## config.mk

```make
export PLATFORM = sky130hd
export DESIGN_NAME = baud_rate_generator
export DESIGN_NICKNAME = d
export VERILOG_FILES = /design/src/rtl/baud_rate_generator.sv
export SDC_FILE = /design/constraint.sdc
export NUM_CORES = 1
export LEC_CHECK = 0
export ABC_CLOCK_PERIOD_IN_PS = 2900
export BUFFER_PORTS_ARGS = -buffer_cell sky130_fd_sc_hd__buf_2
export CAP_MARGIN = 20
export CORE_UTILIZATION = 25
export CTS_BUF_LIST = sky130_fd_sc_hd__clkbuf_8
export DETAILED_ROUTE_END_ITERATION = 10
export GPL_TIMING_DRIVEN = 0
export PLACE_DENSITY_LB_ADDON = 0.3
export SLEW_MARGIN = 0
export SYNTH_ARGS = -nofsm -noshare
export SYNTH_HDL_FRONTEND = slang
export SYNTH_SLANG_ARGS = --single-unit
```

## constraint.sdc

```tcl
create_clock -name clk -period 2.9 [get_ports clk]
set_input_delay 0.29 -clock clk [delete_from_list [all_inputs] [get_ports clk]]
set_output_delay 0.29 -clock clk [all_outputs]
set_load 0.005 [all_outputs]
```

## src/rtl/baud_rate_generator.sv

```systemverilog
// Programmable baud clock divider: produces a 50%-duty square wave at one of
// four rates, each defined by a half-period count of clk cycles.
module baud_rate_generator #(
  parameter int CNT_W  = 16,
  parameter int HALF_0 = 20833,
  parameter int HALF_1 = 10417,
  parameter int HALF_2 = 5208,
  parameter int HALF_3 = 2604
) (
  input  logic       clk,
  input  logic       rst,
  input  logic [1:0] sel,
  output logic       clock_out
);

  localparam logic [CNT_W-1:0] LIMIT_0 = CNT_W'(HALF_0 - 1);
  localparam logic [CNT_W-1:0] LIMIT_1 = CNT_W'(HALF_1 - 1);
  localparam logic [CNT_W-1:0] LIMIT_2 = CNT_W'(HALF_2 - 1);
  localparam logic [CNT_W-1:0] LIMIT_3 = CNT_W'(HALF_3 - 1);
  localparam logic [CNT_W-1:0] ONE     = CNT_W'(1);

  logic [CNT_W-1:0] counter;
  logic [CNT_W-1:0] counter_next;
  logic [CNT_W-1:0] limit;
  logic [1:0]       sel_q;
  logic             clock_next;

  // The divisor follows the registered select so a select change is seen
  // as a one-cycle event rather than a mid-count limit swap.
  always_comb begin
    case (sel_q)
      2'b00:   limit = LIMIT_0;
      2'b01:   limit = LIMIT_1;
      2'b10:   limit = LIMIT_2;
      default: limit = LIMIT_3;
    endcase
  end

  always_comb begin
    // NOTE: every output of this block gets a default before any branch, so
    // no path leaves a variable unassigned and no latch is inferred.
    counter_next = counter + ONE;
    clock_next   = clock_out;
    if (sel != sel_q) begin
      // New rate restarts a full half-period; the output level is kept so no
      // short pulse can appear on the switch.
      counter_next = '0;
    end else if (counter >= limit) begin
      counter_next = '0;
      clock_next   = ~clock_out;
    end
  end

  // NOTE: state registers use non-blocking assignments so every flop samples
  // the pre-edge values, independent of statement order.
  always_ff @(posedge clk) begin
    if (!rst) begin
      counter   <= '0;
      clock_out <= 1'b0;
      sel_q     <= sel;
    end else begin
      counter   <= counter_next;
      clock_out <= clock_next;
      sel_q     <= sel;
    end
  end

endmodule

```

==> impl_metrics.ini, run 1 <==
[run_status]
status = completed

[yosys]
yosysWarningCount = 0
synth_cells = 134
ys_seq_area_share_pct = 30.5
syn_area_per_cell_um2 = 9.32
synth_xor_area_share_pct = 10.5
synth_fa_ha_area_share_pct = 20.0
synth_ff_type = dfxtp_1
synthMuxAreaShare_pct = 0
synthesis.area_um2 = 1250
async_flop_share_pct = 0
synth_simple_gate_area_share_pct = 28.0
synth-seq-cells = 19
synth_compound_area_share_pct = 7.41
synth-edff-count = 0
synth_top_family_by_area = simple AND/OR/NAND/NOR gates
ys_types = 29
synthesis.nets = 158

[routing]
routed.top_layer = met4
drt_iter0_markers = 28
wl_met3_um = 67
dr.pass1.iters = 4
wirelength_um = 2360
ant_nets = 0
wl_per_cell_um = 11.3
m1WireLength_um = 1130
viasPerCell = 4.34
post-route-drc-count = 0
via_count = 907
wl_met2_um = 1140

[worst_setup_path]
max_stage_delay_ns = 0.43
crit_chain = inv_1 -> ha_1 -> nor2_1 -> ha_1 -> and3_4 -> a221o_1 -> nand2_1 -> a21oi_1 -> or3_1
setup.worst_path.start_class = register
cp.arrival_ns = 2.61
crit_slowest_cell = dfxtp_1
crit_family = simple AND/OR/NAND/NOR gates
critPathLaunch = sel_q[1]
worstReg2RegStart = sel_q[1]
path_class = register to register
critPathCaptureType = register
crit_top_cell = ha_1
cp_data_required_time_ns = 3.04
cp_max_fo = 5
path_buf_inv = 1

[layout]
n_fill_cell = 535
final_cell_mix = 20 x ha_1, 19 x dfxtp_1, 14 x nor2_1
final_nets = 167
final_common_cell = ha_1
design_area_um2 = 1400
insertedDiodeCount = 0
drive_gt1_share_pct = 18.3
syn_to_final_growth_pct = 12.0
fin_cells = 209

[clocking]
post-cts-setup-buffer-count = 0
cts.htree.levels = 1
cts_hold_repair.buffers = 0
max-clock-path-buffers = 2
cts_buffers = 3
ctsResizeCount = 0
cts_tree = built
numClockSinks = 19
insertion_delay_ns = 0.26
path_clk_slew_ns = 0.07
clock-root-buffer = clkbuf_8

[global_route]
grt_usage_pct = 9.91
grt_max_degree = 12
antenna_found_initial = 0
grt_pass1_wl_um = 3970
first_global_vias = 894
gr-total-overflow = 0

[placed_design]
postPlaceCellArea_um2 = 1350
port_buffers = 4
place_hpwl_um = 1930
post-place-cells = 205
place.gp.congestion = 0.771

[power]
finalPower_uw = 509
p_per_area_nw_per_um2 = 364
ir_drop_v = 0.000267
p_leak_nw = 0.589

[timing]
rsz0062_at_grt = false
finalHoldViolCount = 0
fmax_mhz = 404
tightest_slew_ns = 0.420
setup_viol = 0
post-route-min-period_ns = 2.47
period_share_pct = 85.3
tns_ns = 0
timing.slew.headroom_pct = 71.9
fin_skew_ns = 0.00315
slew_viol_final = 0

[floorplan]
fp-row-count = 25
die_h_um = 72.7
io_pins = 5
core_area_um2 = 4750
floorplan.initialDensity_pct = 26.3
dieArea_um2 = 5280
die_w_um = 72.7

[run]
max_cap_violations = 0

[worst_hold_path]
hold_start = sel[0]
hp-class = input port to register
[cells in the mapped netlist, drive strengths merged (3+ instances only)]
cell,number,area share [%]
a21oi,3,1.2
and3,6,3.4
dfxtp,19,30
ha,20,20
inv,9,2.7
nand2,10,3.0
nand3,6,2.8
nor2,24,9.2
nor3,3,2.1
xnor2,5,3.5
xor2,10,7.0
[path summary, 6_finish.rpt]
path                              endpoint  slack [ns]  cells after the start
worst min-delay path              sel_q[0]        0.15                      1
worst max-delay path             clock_out        0.43                      9
worst min register to register  counter[0]        0.48                      1
worst max register to register   clock_out        0.43                      9
[registers in the layout (all words and copies together) (netlist names)]
signal,cells
clock_out,1
counter,16
sel_q,2
[report_power, final]
| part | switching, mW | internal (mW) |
|---|---|---|
| clock network | 0.0908 | 0.0955 |
| registers | 0.00339 | 0.263 |
| logic | 0.0331 | 0.0232 |
[through the flow]
step	util [%]	setup WS, ns	hold WS (ns)
2_1_floorplan	-	0.683	0.318
3_3_place_gp	28.4	0.520	0.419
3_5_place_dp	28.4	0.425	0.424
4_1_cts	29.4	0.416	0.149
5_1_grt	29.4	0.268	0.150
6_report	29.4	0.427	0.155
[logic make-up (layout without fill, tap and decap cells)]
logic type	Yosys count	count (layout)
xor+xnor	15	15
fa+ha+maj	20	20
flops	19	19
buf+inv	10	18
simple gates	57	57
compound gates	13	13
[cell type report]
class                   instances  area, um2  share of cell area, %
multi-input cells             105        823                   58.9
flip-flops and latches         19        380                   27.2
well taps                      67       83.8                   5.99
clock buffers                   3       41.3                   2.95
inverters                       9       33.8                   2.42
repair buffers                  4       20.0                   1.43
plain buffers                   1       11.3                  0.805
clock inverters                 1       5.00                  0.358
[routing by layer]
layer	track usage, %	vias up
li1	-	477
met1	11.6	421
met2	17.3	7
met3	3.31	2
met4	2.61	0
met5	0	-
Note: power is estimated with default switching activity, not from simulation.
==> run 2, diff against run 1 <==
--- a/config.mk
+++ b/config.mk
@@ -5,8 +5,8 @@
 export SDC_FILE = /design/constraint.sdc
 export NUM_CORES = 1
 export LEC_CHECK = 0
-export ABC_CLOCK_PERIOD_IN_PS = 2900
-export BUFFER_PORTS_ARGS = -buffer_cell sky130_fd_sc_hd__buf_2
+export ABC_CLOCK_PERIOD_IN_PS = 2200
+export BUFFER_PORTS_ARGS = -buffer_cell sky130_fd_sc_hd__clkbuf_2
 export CAP_MARGIN = 20
 export CORE_UTILIZATION = 25
 export CTS_BUF_LIST = sky130_fd_sc_hd__clkbuf_8
==> constraint.sdc (replaced) <==
create_clock -name clk -period 2.2 [get_ports clk]
set_input_delay 0.22 -clock clk [delete_from_list [all_inputs] [get_ports clk]]
set_output_delay 0.22 -clock clk [all_outputs]
set_load 0.005 [all_outputs]
==> run 2 against run 1 <==
  * Global-route usage increased by 1.3 points
  * Via count increased by 4.1%
  * Setup slack got worse by 0.42 ns
  * Non-clock buffer count increased by 3
  * Clock power increased by 30%
  * Sequential cell count unchanged
  * Cell count increased by 1.4%
==> impl_metrics.ini, run 2 (synthesis results as in run 1) <==
[worst_hold_path]
hold_start = sel[0]
hp-class = input port to register

[placed_design]
place.gp.congestion = 0.772
place_hpwl_um = 1880
port_buffers = 4

[timing]
timing.slew.headroom_pct = 73.4
hold_ws_ns = 0.0864
tns_ns = 0
finalHoldViolCount = 0
slew_viol_final = 0
post-route-min-period_ns = 2.19
fmax_mhz = 456
setup_viol = 0
rsz0062_at_grt = true
period_share_pct = 99.6
fin_skew_ns = 0.00642
tightest_slew_ns = 0.397

[floorplan]
floorplan.initialDensity_pct = 26.3
fp-row-count = 25
die_h_um = 72.7
die_w_um = 72.7
core_area_um2 = 4750
io_pins = 5
dieArea_um2 = 5280

[clocking]
numClockSinks = 19
insertion_delay_ns = 0.26
cts_buffers = 3
cts_tree = built
max-clock-path-buffers = 2
cts.htree.levels = 1
cts_hold_repair.buffers = 0
path_clk_slew_ns = 0.07
clock-root-buffer = clkbuf_8

[layout]
reg_top3 = counter: 16 flops, sel_q: 2 flops, clock_out: 1 flops
final_nets = 170
top_register = counter
syn_to_final_growth_pct = 26.2
largest_register_ffs = 16
final_cell_mix = 17 x dfxtp_1, 12 x nor2_2, 12 x ha_1, 11 x nor2_1, 10 x xor2_1
final_common_cell = dfxtp_1
drive_gt1_share_pct = 33.8
insertedDiodeCount = 0

[routing]
post-route-drc-count = 0
dr.pass1.iters = 5
viasPerCell = 4.45
via_count = 944
ant_nets = 0
wl_per_cell_um = 12.4
wirelength_um = 2630
drt_iter0_markers = 27

[power]
p_per_area_nw_per_um2 = 441
p_leak_nw = 0.615
ir_drop_v = 0.000334

[worst_setup_path]
max_stage_delay_ns = 0.37
setup.worst_path.start_class = register
worstReg2RegStart = sel_q[0]
path_class = register to register
critPathLaunch = sel_q[0]
critPathCaptureType = register
crit_slowest_cell = or3_1
crit_chain = inv_2 -> ha_4 -> inv_1 -> ha_4 -> nand4b_4 -> nor3_2 -> a211oi_4 -> and3_1 -> or3_1
crit_top_cell = ha_4
cp_data_required_time_ns = 2.34
cp_max_fo = 4
cp.arrival_ns = 2.34

[global_route]
grt_usage_pct = 11.2
first_global_vias = 944
gr-total-overflow = 0
grt_max_degree = 11
grt_pass1_wl_um = 4440
antenna_found_initial = 0

[run_status]
status = completed

[run]
max_cap_violations = 0
[run 2: layout make-up]
type                       count  area [um2]
inverter                       9        36.3
clock inverter                 1        3.75
multi-input combinational    105         957
buffer                         1        15.0
tap                           67        83.8
sequential                    19         388
fill                         520        3180
timing repair buffer           7        50.0
clock buffer                   3        41.3
[run 2: repair_timing]
item                       4_1_cts  5_1_grt
buffers inserted                 3        0
pin swaps                       10        3
gates resized for setup         19       14
setup endpoints to repair       17       16
[run 2: worst max-delay path: cells and delay by family (launching register included)]
family	cells	cell delay, ns
adder cells (fa/ha/maj)	2	0.47
AO/OA/AOI/OAI	1	0.10
flip-flops	1	0.36
AND/OR/NAND/NOR	4	0.95
buffers and inverters	2	0.19
[run 2: report_power, final]
part	switching (mW)	total (mW)	leakage [nW]	internal, mW
combinational	0.0553	0.101	0.433	0.0460
sequential	0.00532	0.352	0.155	0.346
clock	0.118	0.242	0.0269	0.124
[run 2: worst paths after layout]
path                      to  slack [ns]  cells past startpoint
setup reg to reg   clock_out       0.008                      9
hold / removal      sel_q[0]        0.09                      1
hold reg to reg   counter[0]        0.49                      1
setup / recovery   clock_out       0.008                      9
[run 2: stage by stage]
stage                     worst slack (ns)  instance area, um2  cells  total power, mW  utilization (%)
after floorplan                    0.00389                1250    134            0.416                -
after global placement              -0.147                1360    205            0.431             28.5
after detailed placement            -0.219                1360    205            0.434             28.5
after CTS                          0.00276                1510    212            0.696             31.8
after global routing               -0.0626                1580    212            0.733             33.1
final                              0.00788                1580    212            0.695             33.1
[run 2: metal layers]
layer / track usage [%] / vias to the layer above / wire length, um
li1: - / 481 / -
met1: 13.0 / 449 / 1190
met2: 19.5 / 10 / 1320
met3: 3.73 / 4 / 78
met4: 3.49 / 0 / 43
met5: 0 / - / 0
==> run 3, diff against run 2 <==
--- a/config.mk
+++ b/config.mk
@@ -12,8 +12,10 @@
 export CTS_BUF_LIST = sky130_fd_sc_hd__clkbuf_8
 export DETAILED_ROUTE_END_ITERATION = 10
 export GPL_TIMING_DRIVEN = 0
+export MAX_ROUTING_LAYER = met4
 export PLACE_DENSITY_LB_ADDON = 0.3
 export SLEW_MARGIN = 0
 export SYNTH_ARGS = -nofsm -noshare
 export SYNTH_HDL_FRONTEND = slang
 export SYNTH_SLANG_ARGS = --single-unit
+export TNS_END_PERCENT = 100
==> run 3 against run 2 <==
  * Clock skew about the same
  * Sequential power is essentially flat
  * Core utilization did not move
  * Largest power group unchanged
  * Highest routed layer unchanged
==> impl_metrics.ini, run 3 (synthesis results as in run 1) <==
[worst_setup_path]
crit_top_cell = ha_4
cp_max_fo = 4
critPathCaptureType = register
max_stage_delay_ns = 0.37
path_class = register to register
crit_slowest_cell = or3_1
crit_chain = inv_2 -> ha_4 -> inv_1 -> ha_4 -> nand4b_4 -> nor3_2 -> a211oi_4 -> and3_1 -> or3_1
cp_data_required_time_ns = 2.34
crit_family = simple AND/OR/NAND/NOR gates
setup.worst_path.start_class = register
path_buf_inv = 2
cp.arrival_ns = 2.33

[power]
p_sw_share_pct = 25.7
p_per_area_nw_per_um2 = 441
p_leak_nw = 0.615
pwr-share-clk_pct = 34.9
combPwrFrac_pct = 14.6
p_int_uw = 517
ir_drop_v = 0.000334
pwr-share-seq_pct = 50.6
switching_power_uw = 179

[layout]
insertedDiodeCount = 0
final_nets = 170
drive_gt1_share_pct = 33.8
largest_register_ffs = 16
reg_top3 = counter: 16 flops, sel_q: 2 flops, clock_out: 1 flops
syn_to_final_growth_pct = 26.2
top_register = counter
final_cell_mix = 17 x dfxtp_1, 12 x nor2_2, 12 x ha_1, 11 x nor2_1, 10 x xor2_1
fin_cells = 212
n_fill_cell = 520
final_common_cell = dfxtp_1

[timing]
slew_viol_final = 0
fin_skew_ns = 0.00595
post-route-min-period_ns = 2.18
rsz0062_at_grt = true
finalHoldViolCount = 0
timing.slew.headroom_pct = 73.5
setup_viol = 0
fmax_mhz = 458
tightest_slew_ns = 0.396
period_share_pct = 99.2
hold_ws_ns = 0.0868

[global_route]
gr-total-overflow = 0
grt_usage_pct = 11.6
first_global_vias = 941
grt_max_degree = 11
grt_pass1_wl_um = 4440
antenna_found_initial = 0

[routing]
wirelength_um = 2620
wl_per_cell_um = 12.4
drt_iter0_markers = 23
post-route-drc-count = 0
ant_nets = 0
dr.pass1.iters = 4
via_count = 938
viasPerCell = 4.42

[clocking]
cts.htree.levels = 1
insertion_delay_ns = 0.26
clock-root-buffer = clkbuf_8
cts_buffers = 3
numClockSinks = 19
cts_tree = built
path_clk_slew_ns = 0.07
max-clock-path-buffers = 2

[floorplan]
die_w_um = 72.7
io_pins = 5
fp-row-count = 25
core_area_um2 = 4750
floorplan.initialDensity_pct = 26.3
dieArea_um2 = 5280
die_h_um = 72.7

[worst_hold_path]
hp-class = input port to register

[run_status]
status = completed

[placed_design]
place.gp.congestion = 0.783
port_buffers = 4
place_hpwl_um = 1880
post-place-cells = 205

[run]
max_cap_violations = 0
## run 3: cell counts in the layout (fill, tap and decap cells not counted)
Identical to the previous run, type by type.
## run 3: power by group through the flow
stage	clock [mW]	sequential [mW]	combinational [mW]
final	0.242	0.352	0.101
after global routing	0.269	0.353	0.112
after CTS	0.253	0.352	0.0913
after detailed placement	0	0.360	0.0742
after global placement	0	0.360	0.0709
after floorplan	0	0.359	0.0574
## run 3: per-stage QoR
step / TNS (ns) / power [mW] / worst slack, ns / area, um2 / utilization (%)
final: 0 / 0.695 / 0.0166 / 1580 / 33.1
after global routing: -0.0829 / 0.733 / -0.0626 / 1580 / 33.1
after CTS: 0 / 0.696 / 0.00276 / 1510 / 31.8
after detailed placement: -2.19 / 0.434 / -0.219 / 1360 / 28.5
after global placement: -1.56 / 0.431 / -0.147 / 1360 / 28.5
after floorplan: 0 / 0.416 / 0.00389 / 1250 / -
## run 3: worst paths after layout
check                                start    endpoint  slack [ns]  cells after the start
worst max register to register    sel_q[0]   clock_out        0.02                      9
worst min-delay path                sel[0]    sel_q[0]        0.09                      1
worst min register to register  counter[0]  counter[0]        0.49                      1
worst max-delay path              sel_q[0]   clock_out        0.02                      9
## run 3: what timing repair did
item                                    in CTS  in global routing
hold buffers                                 0                  0
endpoints found under the setup margin      17                 16
resized for setup                           19                 14
setup buffers                                3                  0
pin swaps                                   10                  3
## run 3: per-layer routing
metal	vias up	track usage [%]	wire, um
met5	-	-	0
met4	0	3.49	38
met3	4	3.73	76
met2	8	19.5	1330
met1	444	13.0	1180
li1	482	-	-
## run 3: cell type report
class | instances | area, um2 | share of cell area (%)
multi-input combinational | 105 | 957 | 60.8
sequential | 19 | 388 | 24.6
tap | 67 | 83.8 | 5.32
timing repair buffer | 7 | 50.0 | 3.18
clock buffer | 3 | 41.3 | 2.62
inverter | 9 | 36.3 | 2.30
buffer | 1 | 15.0 | 0.953
clock inverter | 1 | 3.75 | 0.238
